## src/rtl/clock_disp_pkg.sv

```systemverilog
// Shared constants for the clock display scanner: controller states, digit count and
// seven-segment codes/patterns.
package clock_disp_pkg;

  localparam int unsigned DIGITS = 6;

  typedef logic [2:0] state_t;
  localparam state_t StIdle   = 3'd0;
  localparam state_t StCheck  = 3'd1;
  localparam state_t StConvH  = 3'd2;
  localparam state_t StConvM  = 3'd3;
  localparam state_t StConvS  = 3'd4;
  localparam state_t StCommit = 3'd5;

  // Digit codes: 0..9 are decimal, plus two special glyphs
  typedef logic [3:0] code_t;
  localparam code_t CodeDash  = 4'hA;
  localparam code_t CodeBlank = 4'hF;

  localparam logic [6:0] Seg0     = 7'h3F;
  localparam logic [6:0] Seg1     = 7'h06;
  localparam logic [6:0] Seg2     = 7'h5B;
  localparam logic [6:0] Seg3     = 7'h4F;
  localparam logic [6:0] Seg4     = 7'h66;
  localparam logic [6:0] Seg5     = 7'h6D;
  localparam logic [6:0] Seg6     = 7'h7D;
  localparam logic [6:0] Seg7     = 7'h07;
  localparam logic [6:0] Seg8     = 7'h7F;
  localparam logic [6:0] Seg9     = 7'h6F;
  localparam logic [6:0] SegDash  = 7'h40;
  localparam logic [6:0] SegBlank = 7'h00;

endpackage

```

## src/rtl/clock_disp_scan_seg7_enc.sv

```systemverilog
// Combinational digit-code to seven-segment pattern (bit0 = a .. bit6 = g, active-high).
module seg7_enc
  import clock_disp_pkg::*;
(
  input  code_t      code,
  output logic [6:0] seg
);

  always_comb begin
    seg = SegBlank;
    case (code)
      4'd0:     seg = Seg0;
      4'd1:     seg = Seg1;
      4'd2:     seg = Seg2;
      4'd3:     seg = Seg3;
      4'd4:     seg = Seg4;
      4'd5:     seg = Seg5;
      4'd6:     seg = Seg6;
      4'd7:     seg = Seg7;
      4'd8:     seg = Seg8;
      4'd9:     seg = Seg9;
      CodeDash: seg = SegDash;
      default:  seg = SegBlank;
    endcase
  end

endmodule

```

## src/rtl/clock_disp_scan.sv

```systemverilog
// Accepts a binary hh:mm:ss, converts it to BCD by repeated subtraction, commits it atomically
// to six display registers and multiplexes those onto a scanned seven-segment display.
module clock_disp_scan
  import clock_disp_pkg::*;
#(
  parameter int unsigned SCAN_DIV = 1000,
  parameter bit          BLANK_HT = 1'b0
) (
  input  logic       ap_clk,
  input  logic       ap_rst,
  input  logic [7:0] hh,
  input  logic [7:0] mm,
  input  logic [7:0] ss,
  input  logic       time_vld,
  output logic       time_rdy,
  output logic [6:0] seg,
  output logic [5:0] dig_sel,
  output logic       dp,
  output logic       err_o
);

  state_t state_q, state_d;
  logic [7:0] hh_q, mm_q, ss_q, rem_q;
  logic [3:0] tens_q;
  logic       err_pend_q, err_q;
  logic [2:0] fld;
  logic       range_bad;
  // Working digits fill up during conversion; disp_q only changes on COMMIT
  logic [DIGITS-1:0][3:0] work_q, disp_q;

  logic [15:0] presc_q;
  logic [2:0]  idx_q;
  code_t       cur_code;
  logic [6:0]  enc_seg, seg_q;
  logic [5:0]  dig_sel_q;
  logic        dp_q;

  assign range_bad = (hh_q > 8'd23) || (mm_q > 8'd59) || (ss_q > 8'd59);
  assign time_rdy  = (state_q == StIdle);

  always_comb begin
    state_d = state_q;
    case (state_q)
      StIdle:   if (time_vld) state_d = StCheck;
      StCheck:  state_d = range_bad ? StCommit : StConvH;
      StConvH:  if (rem_q < 8'd10) state_d = StConvM;
      StConvM:  if (rem_q < 8'd10) state_d = StConvS;
      StConvS:  if (rem_q < 8'd10) state_d = StCommit;
      StCommit: state_d = StIdle;
      default:  state_d = StIdle;
    endcase
  end

  always_comb begin
    fld = 3'd0;
    case (state_q)
      StConvM: fld = 3'd2;
      StConvS: fld = 3'd4;
      default: fld = 3'd0;
    endcase
  end

  always_ff @(posedge ap_clk or posedge ap_rst) begin
    if (ap_rst) begin
      state_q    <= StIdle;
      hh_q       <= '0;
      mm_q       <= '0;
      ss_q       <= '0;
      rem_q      <= '0;
      tens_q     <= '0;
      err_pend_q <= 1'b0;
      err_q      <= 1'b0;
      work_q     <= '0;
      disp_q     <= '0;
    end else begin
      state_q <= state_d;
      case (state_q)
        StIdle: begin
          if (time_vld) begin
            hh_q <= hh;
            mm_q <= mm;
            ss_q <= ss;
          end
        end
        StCheck: begin
          err_pend_q <= range_bad;
          rem_q      <= hh_q;
          tens_q     <= '0;
        end
        StConvH, StConvM, StConvS: begin
          if (rem_q >= 8'd10) begin
            rem_q  <= rem_q - 8'd10;
            tens_q <= tens_q + 4'd1;
          end else begin
            work_q[fld]        <= tens_q;
            work_q[fld + 3'd1] <= rem_q[3:0];
            rem_q              <= (state_q == StConvH) ? mm_q : ss_q;
            tens_q             <= '0;
          end
        end
        StCommit: begin
          disp_q <= err_pend_q ? {DIGITS{CodeDash}} : work_q;
          err_q  <= err_pend_q;
        end
        default: ;
      endcase
    end
  end

  always_ff @(posedge ap_clk or posedge ap_rst) begin
    if (ap_rst) begin
      presc_q <= '0;
      idx_q   <= '0;
    end else if (presc_q == 16'(SCAN_DIV - 1)) begin
      presc_q <= '0;
      idx_q   <= (idx_q == 3'd5) ? 3'd0 : idx_q + 3'd1;
    end else begin
      presc_q <= presc_q + 16'd1;
    end
  end

  always_comb begin
    cur_code = disp_q[idx_q];
    if (BLANK_HT && (idx_q == 3'd0) && (cur_code == 4'd0)) cur_code = CodeBlank;
  end

  seg7_enc u_enc (
    .code (cur_code),
    .seg  (enc_seg)
  );

  // Outputs follow idx_q/disp_q one edge later, so a commit and a scan step never tear
  always_ff @(posedge ap_clk or posedge ap_rst) begin
    if (ap_rst) begin
      seg_q     <= BLANK_HT ? SegBlank : Seg0;
      dig_sel_q <= 6'b000001;
      dp_q      <= 1'b0;
    end else begin
      seg_q     <= enc_seg;
      dig_sel_q <= 6'b000001 << idx_q;
      dp_q      <= ((idx_q == 3'd1) || (idx_q == 3'd3)) && !disp_q[5][0] && !err_q;
    end
  end

  assign seg     = seg_q;
  assign dig_sel = dig_sel_q;
  assign dp      = dp_q;
  assign err_o   = err_q;

endmodule

```

## config.mk

```make
export PLATFORM = sky130hd
export DESIGN_NAME = clock_disp_scan
export DESIGN_NICKNAME = d
export VERILOG_FILES = /design/src/rtl/clock_disp_pkg.sv /design/src/rtl/clock_disp_scan_seg7_enc.sv /design/src/rtl/clock_disp_scan.sv
export SDC_FILE = /design/constraint.sdc
export NUM_CORES = 1
export LEC_CHECK = 0
export CAP_MARGIN = 20
export CORE_ASPECT_RATIO = 0.6
export CORE_UTILIZATION = 40
export CTS_BUF_LIST = sky130_fd_sc_hd__clkbuf_8 sky130_fd_sc_hd__clkbuf_16
export DETAILED_ROUTE_END_ITERATION = 10
export PLACE_DENSITY = 0.64
export SYNTH_ARGS = -nofsm -noshare
export SYNTH_HDL_FRONTEND = slang
export SYNTH_SLANG_ARGS = --single-unit
```

## constraint.sdc

```tcl
create_clock -name ap_clk -period 5.4 [get_ports ap_clk]
set_input_delay 1.08 -clock ap_clk [delete_from_list [all_inputs] [get_ports ap_clk]]
set_output_delay 1.08 -clock ap_clk [all_outputs]
set_load 0.02 [all_outputs]
```

==> reports/qor.json, run 1 <==
{
  "outcome": {"value": "complete, no violations"},
  "static-leakage-power": {"value": 2.95, "unit": "nW"},
  "synth_top_cell_area_share": {"value": 0.503},
  "num_vias": {"value": 3975},
  "post_drt_wl_per_cell": {"value": 16.2, "unit": "microns"},
  "instances_no_fill": {"value": 755},
  "yosys_warnings": {"value": 0},
  "worst-path-stages": {"value": 2},
  "route.detailed.vias_per_inst": {"value": 5.26},
  "post_synth_num_cell_types": {"value": 60},
  "post_route_clock_period_utilization": {"value": 0.558},
  "number_of_hold_slack_violations_in_the_final_timing_report": {"value": 0},
  "mappedNetlistArea": {"value": 5730, "unit": "sq um"},
  "critPathArrivalTime": {"value": 1.93, "unit": "ns"},
  "areaGrowthSynthToFinish": {"value": 19.7, "unit": "%"},
  "cts_resized": {"value": 0},
  "first_iter_violations": {"value": 319},
  "port_buffers": {"value": 42},
  "met2_wirelength": {"value": 5140, "unit": "microns"},
  "antenna_diode_count": {"value": 0},
  "cts_max_level": {"value": 4},
  "drc": {"value": 0},
  "synth_top_flop_cell": {"value": "sky130_fd_sc_hd__dfrtp_1"},
  "maximum_number_of_pins_on_one_net_before_global_route_repair": {"value": 50},
  "firstDrtPassIters": {"value": 4},
  "share_of_the_yosys_chip_area_belonging_to_registers": {"value": 0.535},
  "placed_instance_count": {"value": 722},
  "timing.critical_path.required": {"value": 4.32, "unit": "ns"},
  "postSynth.asyncResetShare": {"value": 1.00},
  "ys_ff_latch": {"value": 122},
  "report.final.slew_viol_count": {"value": 0},
  "cp_cell_sequence": {"value": "nor3_1 > clkdlybuf4s50_1"},
  "setup_viol": {"value": 0},
  "fmaxAchievable": {"value": 332, "unit": "MHz"},
  "floorplan.initialDensity": {"value": 0.415},
  "slowest_stage": {"value": "sky130_fd_sc_hd__clkdlybuf4s50_1"},
  "cts_buffers": {"value": 17},
  "core.rowCount": {"value": 33},
  "crit_path_end": {"value": "time_rdy"},
  "routed_wirelength": {"value": 12200, "unit": "microns"},
  "drv_cap": {"value": 0},
  "hold_bufs_at_cts": {"value": 0},
  "power_switching_share": {"value": 0.334},
  "rsz0062_at_grt": {"value": "false"},
  "fin_ws": {"value": 2.39, "unit": "ns"},
  "final_net_count": {"value": 587},
  "multi_input_area": {"value": 2460, "unit": "sq um"},
  "most_common_library_cell_in_the_layout_ignoring_fill_and_taps": {"value": "sky130_fd_sc_hd__dfrtp_1"},
  "top_library_cells_by_usage_in_the_layout_fill_and_taps_aside": {"value": "sky130_fd_sc_hd__dfrtp_1 (115), sky130_fd_sc_hd__nand2_1 (54), sky130_fd_sc_hd__mux2_2 (49)"},
  "max_slew_margin": {"value": 0.359},
  "layout-drive-gt1-share": {"value": 0.190},
  "worst_hold_path_type": {"value": "flip-flop to flip-flop"},
  "clockBufferDepth": {"value": 2},
  "timing.critical_path.fanout_max": {"value": 19},
  "wire_length_of_the_first_global_routing_pass": {"value": 20800, "unit": "microns"},
  "timing.critical_path.from_type": {"value": "flip-flop"},
  "worst_r2r_path_depth": {"value": 4},
  "dp_hpwl": {"value": 8480, "unit": "microns"},
  "post-cts-setup-buffer-count": {"value": 0},
  "worst_path_dominant_cell_family": {"value": "buffers and inverters"},
  "timing.critical_path.slowest_cell_delay": {"value": 0.65, "unit": "ns"},
  "critical_path_class": {"value": "flip-flop to output port"},
  "die_area": {"value": 14800, "unit": "sq um"},
  "pwr_cell_area": {"value": 507, "unit": "nW/um^2"},
  "synth_area_per_cell": {"value": 11.2, "unit": "sq um"},
  "floorplan.core_area": {"value": 13800, "unit": "sq um"},
  "power.ir.vdd_worst": {"value": 0.180, "unit": "mV"},
  "synth-edff-count": {"value": 0},
  "worst-slew-pin-transition": {"value": 0.958, "unit": "ns"},
  "startpoint": {"value": "state_q[2]"},
  "path_buf_inv": {"value": 1},
  "clkTransAtPathRegs": {"value": 0.06, "unit": "ns"},
  "power.net_switching": {"value": 1.16, "unit": "mW"},
  "pwr-share-seq": {"value": 0.407},
  "die_height": {"value": 94.7, "unit": "microns"},
  "ios": {"value": 43},
  "clock_power_share": {"value": 0.311},
  "synth_cells": {"value": 510},
  "wirelength_met1": {"value": 6340, "unit": "microns"},
  "synth_nets": {"value": 547},
  "end_of_the_worst_register_to_register_path": {"value": "work_q[12]"},
  "detailedPlace.worstSlack": {"value": 2.41, "unit": "ns"},
  "finalWorstPathRequiredPeriod": {"value": 3.01, "unit": "ns"},
  "antenna_found_initial": {"value": 0},
  "yosys-top-cells-area": {"value": "sky130_fd_sc_hd__dfrtp_1 (50%), sky130_fd_sc_hd__mux2_2 (9.6%), sky130_fd_sc_hd__nand2_1 (3.5%)"},
  "launching_point_of_the_worst_reg2reg_path": {"value": "rem_q[1]"},
  "layout.area.seq": {"value": 3060, "unit": "sq um"},
  "num-fill-cells": {"value": 1246},
  "gpl_wtd_cong": {"value": 0.833},
  "internal_pwr_total": {"value": 2.31, "unit": "mW"},
  "worst_clock_skew": {"value": 0.00900, "unit": "ns"},
  "finalSetupTns": {"value": 0, "unit": "ns"},
  "number_of_global_route_vias_before_repair": {"value": 4062},
  "cts_root_buf": {"value": "sky130_fd_sc_hd__clkbuf_16"},
  "floorplan.die.width": {"value": 156, "unit": "microns"},
  "r2r_setup_slack": {"value": 2.81, "unit": "ns"},
  "met3RoutedLength": {"value": 578, "unit": "microns"},
  "global_route_overflow": {"value": 0},
  "cts_sinks": {"value": 122},
  "tritoncts_clock_tree": {"value": "yes"},
  "netlist.top_cell.by_area": {"value": "sky130_fd_sc_hd__dfrtp_1"},
  "clock_insertion_delay_worst_skew": {"value": 0.41, "unit": "ns"},
  "combinationalPowerShare": {"value": 0.281},
  "gr-usage-all-layers": {"value": 0.185},
  "antenna_left": {"value": 0},
  "worstSetupEndpointType": {"value": "output port"},
  "topRoutingLayerUsed": {"value": "met4"},
  "design_power_total": {"value": 3.48, "unit": "mW"}
}
[area by class of cell]
cell class	count	area share
Sequential cell	122	0.447
Multi-Input combinational cell	351	0.360
Clock buffer	22	0.0721
Timing Repair Buffer	46	0.0686
Tap cell	192	0.0350
Clock inverter	10	0.0111
Inverter	12	0.00694
[cell usage after synthesis (5+ instances only)]
cell type and number:
sky130_fd_sc_hd__dfrtp_1 115, sky130_fd_sc_hd__xnor2_1 11, sky130_fd_sc_hd__nor3_1 12, sky130_fd_sc_hd__mux2i_1 18, sky130_fd_sc_hd__o22ai_1 6, sky130_fd_sc_hd__inv_1 11
sky130_fd_sc_hd__nand2b_1 15, sky130_fd_sc_hd__nand4_1 6, sky130_fd_sc_hd__mux2_2 49, sky130_fd_sc_hd__dfstp_2 7, sky130_fd_sc_hd__clkbuf_1 10, sky130_fd_sc_hd__buf_6 5
sky130_fd_sc_hd__and3_1 5, sky130_fd_sc_hd__nor2_1 35, sky130_fd_sc_hd__nand2_1 54, sky130_fd_sc_hd__o21ai_0 40, sky130_fd_sc_hd__xor2_1 8, sky130_fd_sc_hd__ha_1 10
sky130_fd_sc_hd__a21oi_1 9, sky130_fd_sc_hd__nand3_1 8, sky130_fd_sc_hd__buf_2 5
[how the worst min path moves through the flow]
| stage | start | end | cells after the start |
|---|---|---|---|
| floorplan | disp_q[20] | dp | 1 |
| global placement | presc_q[15] | presc_q[15] | 1 |
| detailed placement | presc_q[15] | presc_q[15] | 1 |
| CTS | presc_q[15] | presc_q[15] | 1 |
| global route | disp_q[12] | disp_q[12] | 2 |
| finish | presc_q[15] | presc_q[15] | 1 |
[stage by stage]
step	area (sq um)	hold WS (ns)	utilization
4_1_cts	6830	0.460	0.495
3_5_place_dp	6260	0.452	0.454
3_3_place_gp	6260	0.453	0.454
6_report	6860	0.460	0.497
2_1_floorplan	5730	0.432	-
5_1_grt	6860	0.496	0.497
[power groups by stage]
stage                     Clock, mW  Combinational (mW)  Sequential, mW
final                          1.08               0.978            1.42
after global routing           1.14                1.09            1.46
after CTS                      1.09               0.964            1.41
after detailed placement          0               0.956            1.42
after global placement            0               0.921            1.41
after floorplan                   0               0.738            1.35
[routing by layer]
layer,vias up,global-route usage
li1,1880,-
met1,1991,0.270
met2,89,0.262
met3,15,0.0546
met4,0,0.0580
met5,-,0
[worst register-to-register path, cell delays in order, from the launching register on]
cell	delay [ns]
sky130_fd_sc_hd__dfrtp_1	0.46
sky130_fd_sc_hd__o21ai_0	0.43
sky130_fd_sc_hd__and2_1	0.61
sky130_fd_sc_hd__and3_1	0.58
sky130_fd_sc_hd__mux2_2	0.40
[flip-flops by register name (all words and copies together), names as in the netlist, 3 cells and up]
register	count
idx_q	3
work_q	24
rem_q	8
hh_q	8
dig_sel	6
mm_q	8
ss_q	8
seg	7
disp_q	24
state_q	3
tens_q	4
presc_q	16
[logic make-up after synthesis]
family,after synthesis,synth area share
adder cells (fa/ha/maj),10,0.0219
AND/OR/NAND/NOR,162,0.143
multiplexers,70,0.134
buffers and inverters,37,0.0347
XOR/XNOR,19,0.0291
AO/OA/AOI/OAI,90,0.102
flip-flops,122,0.535
Power figures use the tool's default switching activity.
==> run 2, diff against run 1 <==
Clock period 5.4 ns to 3 ns, I/O delays scaled along.
==> run 2 against run 1 <==
Flip-flop and latch count unchanged. Core utilization grew 0.082 points. Global-route usage is 0.72 points lower. Cell count is 0.40% higher. Combinational power is 77% higher. Clock skew fell by 0.0038 ns. Sequential power grew 80%. Register-to-register slack worse by 2.2 ns. Design area grew 0.16%. Non-clock buffer count increased by 3. Largest power group unchanged.
==> reports/qor.json, run 2 (synthesis gave the netlist of run 1 again) <==
{
  "clockBufferDepth": {"value": 2, "change": "unchanged"},
  "core.rowCount": {"value": 33, "change": "unchanged"},
  "global_route_overflow": {"value": 0, "change": "unchanged"},
  "worst-slew-pin-transition": {"value": 0.781, "unit": "ns", "change": "-0.177 ns"},
  "antenna_left": {"value": 0, "change": "unchanged"},
  "drv_cap": {"value": 0, "change": "unchanged"},
  "top_library_cells_by_usage_in_the_layout_fill_and_taps_aside": {"value": "sky130_fd_sc_hd__dfrtp_1 (115), sky130_fd_sc_hd__nand2_1 (54), sky130_fd_sc_hd__mux2_2 (49)"},
  "detailed_place.area": {"value": 6300, "unit": "sq um", "change": "+0.70%"},
  "antenna_diode_count": {"value": 0, "change": "unchanged"},
  "num-fill-cells": {"value": 1236, "change": "-0.80%"},
  "placed_instance_count": {"value": 726, "change": "+0.55%"},
  "ios": {"value": 43, "change": "unchanged"},
  "maximum_number_of_pins_on_one_net_before_global_route_repair": {"value": 100, "change": "+100%"},
  "worst_path_dominant_cell_family": {"value": "buffers and inverters"},
  "fin_ws": {"value": 0.459, "unit": "ns", "change": "-1.93 ns"},
  "most_common_library_cell_in_the_layout_ignoring_fill_and_taps": {"value": "sky130_fd_sc_hd__dfrtp_1"},
  "finalSetupTns": {"value": 0, "unit": "ns", "change": "unchanged"},
  "worst_hold_path_type": {"value": "flip-flop to flip-flop"},
  "crit_path_end": {"value": "time_rdy"},
  "cp_cell_sequence": {"value": "nor3_1 > clkdlybuf4s50_1"},
  "post-cts-setup-buffer-count": {"value": 0, "change": "unchanged"},
  "timing.critical_path.from_type": {"value": "flip-flop"},
  "detailedPlace.worstSlack": {"value": 0.690, "unit": "ns", "change": "-1.72 ns"},
  "startpoint": {"value": "state_q[0]"},
  "routed_wirelength": {"value": 12000, "unit": "microns", "change": "-2.0%"},
  "finalWorstPathRequiredPeriod": {"value": 2.54, "unit": "ns"},
  "timing.critical_path.slowest_cell_delay": {"value": 0.65, "unit": "ns", "change": "about the same"},
  "cts_buffers": {"value": 17, "change": "unchanged"},
  "slowest_stage": {"value": "sky130_fd_sc_hd__clkdlybuf4s50_1"},
  "layout-drive-gt1-share": {"value": 0.193, "change": "+0.00253"},
  "gpl_wtd_cong": {"value": 0.858, "change": "+3.0%"},
  "floorplan.die.width": {"value": 156, "unit": "microns", "change": "unchanged"},
  "first_iter_violations": {"value": 234, "change": "-27%"},
  "pwr_cell_area": {"value": 906, "unit": "nW/um^2", "change": "+79%"},
  "tritoncts_clock_tree": {"value": "yes"},
  "timing.hold.ws": {"value": 0.465, "unit": "ns", "change": "+0.00533 ns"},
  "num_vias": {"value": 3930, "change": "-1.1%"},
  "post_route_clock_period_utilization": {"value": 0.847},
  "worst_r2r_path_depth": {"value": 6, "change": "+2"},
  "outcome": {"value": "complete, no violations"},
  "cts_root_buf": {"value": "sky130_fd_sc_hd__clkbuf_16"},
  "timing.critical_path.fanout_max": {"value": 16, "change": "-3"},
  "cts_resized": {"value": 0, "change": "unchanged"},
  "cts_sinks": {"value": 122, "change": "unchanged"},
  "dp_hpwl": {"value": 8380, "unit": "microns", "change": "-1.2%"},
  "launching_point_of_the_worst_reg2reg_path": {"value": "idx_q[1]"},
  "fmaxAchievable": {"value": 394, "unit": "MHz"},
  "max_slew_margin": {"value": 0.480, "change": "+0.121"},
  "static-leakage-power": {"value": 2.96, "unit": "nW", "change": "+0.53%"},
  "layout_top_registers": {"value": "disp_q: 24 flops, work_q: 24 flops, presc_q: 16 flops"},
  "die_height": {"value": 94.7, "unit": "microns", "change": "unchanged"},
  "setup_viol": {"value": 0, "change": "unchanged"},
  "report.final.slew_viol_count": {"value": 0, "change": "unchanged"},
  "instances_no_fill": {"value": 758, "change": "+0.40%"},
  "r2r_setup_slack": {"value": 0.66, "unit": "ns", "change": "-2.15 ns"},
  "design_power_total": {"value": 6.22, "unit": "mW", "change": "+79%"},
  "path_buf_inv": {"value": 1, "change": "unchanged"},
  "grt_util_met2": {"value": 0.251, "change": "-0.0108"},
  "number_of_hold_slack_violations_in_the_final_timing_report": {"value": 0, "change": "unchanged"},
  "floorplan.core_area": {"value": 13800, "unit": "sq um", "change": "unchanged"},
  "die_area": {"value": 14800, "unit": "sq um", "change": "unchanged"},
  "wire_length_of_the_first_global_routing_pass": {"value": 20000, "unit": "microns", "change": "-4.0%"},
  "gr-usage-all-layers": {"value": 0.178, "change": "-0.00722"},
  "cts_max_level": {"value": 4, "change": "unchanged"},
  "hold_bufs_at_cts": {"value": 0, "change": "unchanged"},
  "floorplan.initialDensity": {"value": 0.415, "change": "unchanged"},
  "worstSetupEndpointType": {"value": "output port"},
  "worst_clock_skew": {"value": 0.00523, "unit": "ns", "change": "-0.00378 ns"},
  "critPathArrivalTime": {"value": 1.94, "unit": "ns", "change": "about the same"},
  "final_util": {"value": 0.498, "change": "+0.000816"},
  "final_net_count": {"value": 590, "change": "+0.51%"},
  "number_of_global_route_vias_before_repair": {"value": 3874, "change": "-4.6%"},
  "port_buffers": {"value": 42, "change": "unchanged"},
  "power.ir.vdd_worst": {"value": 0.392, "unit": "mV", "change": "+120%"},
  "groute.layer.met3.usage": {"value": 0.0574, "change": "+0.00275"},
  "clock_insertion_delay_worst_skew": {"value": 0.41, "unit": "ns", "change": "about the same"},
  "antenna_found_initial": {"value": 0, "change": "unchanged"},
  "worst-path-stages": {"value": 2, "change": "unchanged"},
  "rsz0062_at_grt": {"value": "false"},
  "route.detailed.vias_per_inst": {"value": 5.18, "change": "-1.5%"},
  "critical_path_class": {"value": "flip-flop to output port"},
  "areaGrowthSynthToFinish": {"value": 19.9, "unit": "%"},
  "end_of_the_worst_register_to_register_path": {"value": "seg[3]"},
  "gr-usage-met1": {"value": 0.263, "change": "-0.00661"},
  "post_drt_wl_per_cell": {"value": 15.8, "unit": "microns", "change": "-2.4%"},
  "layout.cell_area.non_filler": {"value": 6870, "unit": "sq um", "change": "+0.16%"},
  "drc": {"value": 0, "change": "unchanged"},
  "clkTransAtPathRegs": {"value": 0.05, "unit": "ns", "change": "about the same"},
  "firstDrtPassIters": {"value": 4, "change": "unchanged"},
  "most_used_routing_layer": {"value": "met1"},
  "timing.critical_path.required": {"value": 2.40, "unit": "ns", "change": "-1.92 ns"}
}
[run 2: cell count changes in the layout (fill, tap and decap cells not counted)]
| cell | previous run | this run |
|---|---|---|
| sky130_fd_sc_hd__buf_12 | 0 | 1 |
| sky130_fd_sc_hd__clkinv_2 | 4 | 6 |
| sky130_fd_sc_hd__buf_4 | 3 | 6 |
| sky130_fd_sc_hd__bufinv_16 | 1 | 2 |
| sky130_fd_sc_hd__inv_4 | 1 | 0 |
| sky130_fd_sc_hd__buf_16 | 1 | 0 |
| sky130_fd_sc_hd__clkbuf_8 | 5 | 2 |
| sky130_fd_sc_hd__inv_1 | 13 | 14 |
[run 2: how the worst min path moves through the flow]
stage                           start          end  slack [ns]  cells after the start
final                     presc_q[15]  presc_q[15]        0.47                      1
after global placement     disp_q[10]   disp_q[10]        0.47                      2
after detailed placement  presc_q[15]  presc_q[15]        0.46                      1
after floorplan            disp_q[20]           dp        0.43                      1
after global routing      presc_q[15]  presc_q[15]        0.49                      1
after CTS                 presc_q[15]  presc_q[15]        0.47                      1
[run 2: final cells by class]
class,count,area (sq um),area share
flip-flops and latches,122,3060,0.446
multi-input cells,351,2460,0.359
repair buffers,49,485,0.0707
clock buffers,19,453,0.0660
well taps,192,240,0.0350
clock inverters,13,113,0.0164
inverters,12,48.8,0.00711
[run 2: routing by layer]
metal  wire length [microns]  vias to the layer above
met3                     733                        6
met4                      61                        0
li1                        -                     1884
met5                       0                        -
met1                    6220                     1956
met2                    4950                       84
[run 2: report_power, final]
group	switching (mW)	total [mW]	internal, mW	leakage [nW]
clock	0.699	1.94	1.24	0.297
combinational	0.916	1.73	0.810	1.12
sequential	0.442	2.55	2.11	1.54
total	2.06	6.22	4.16	2.96
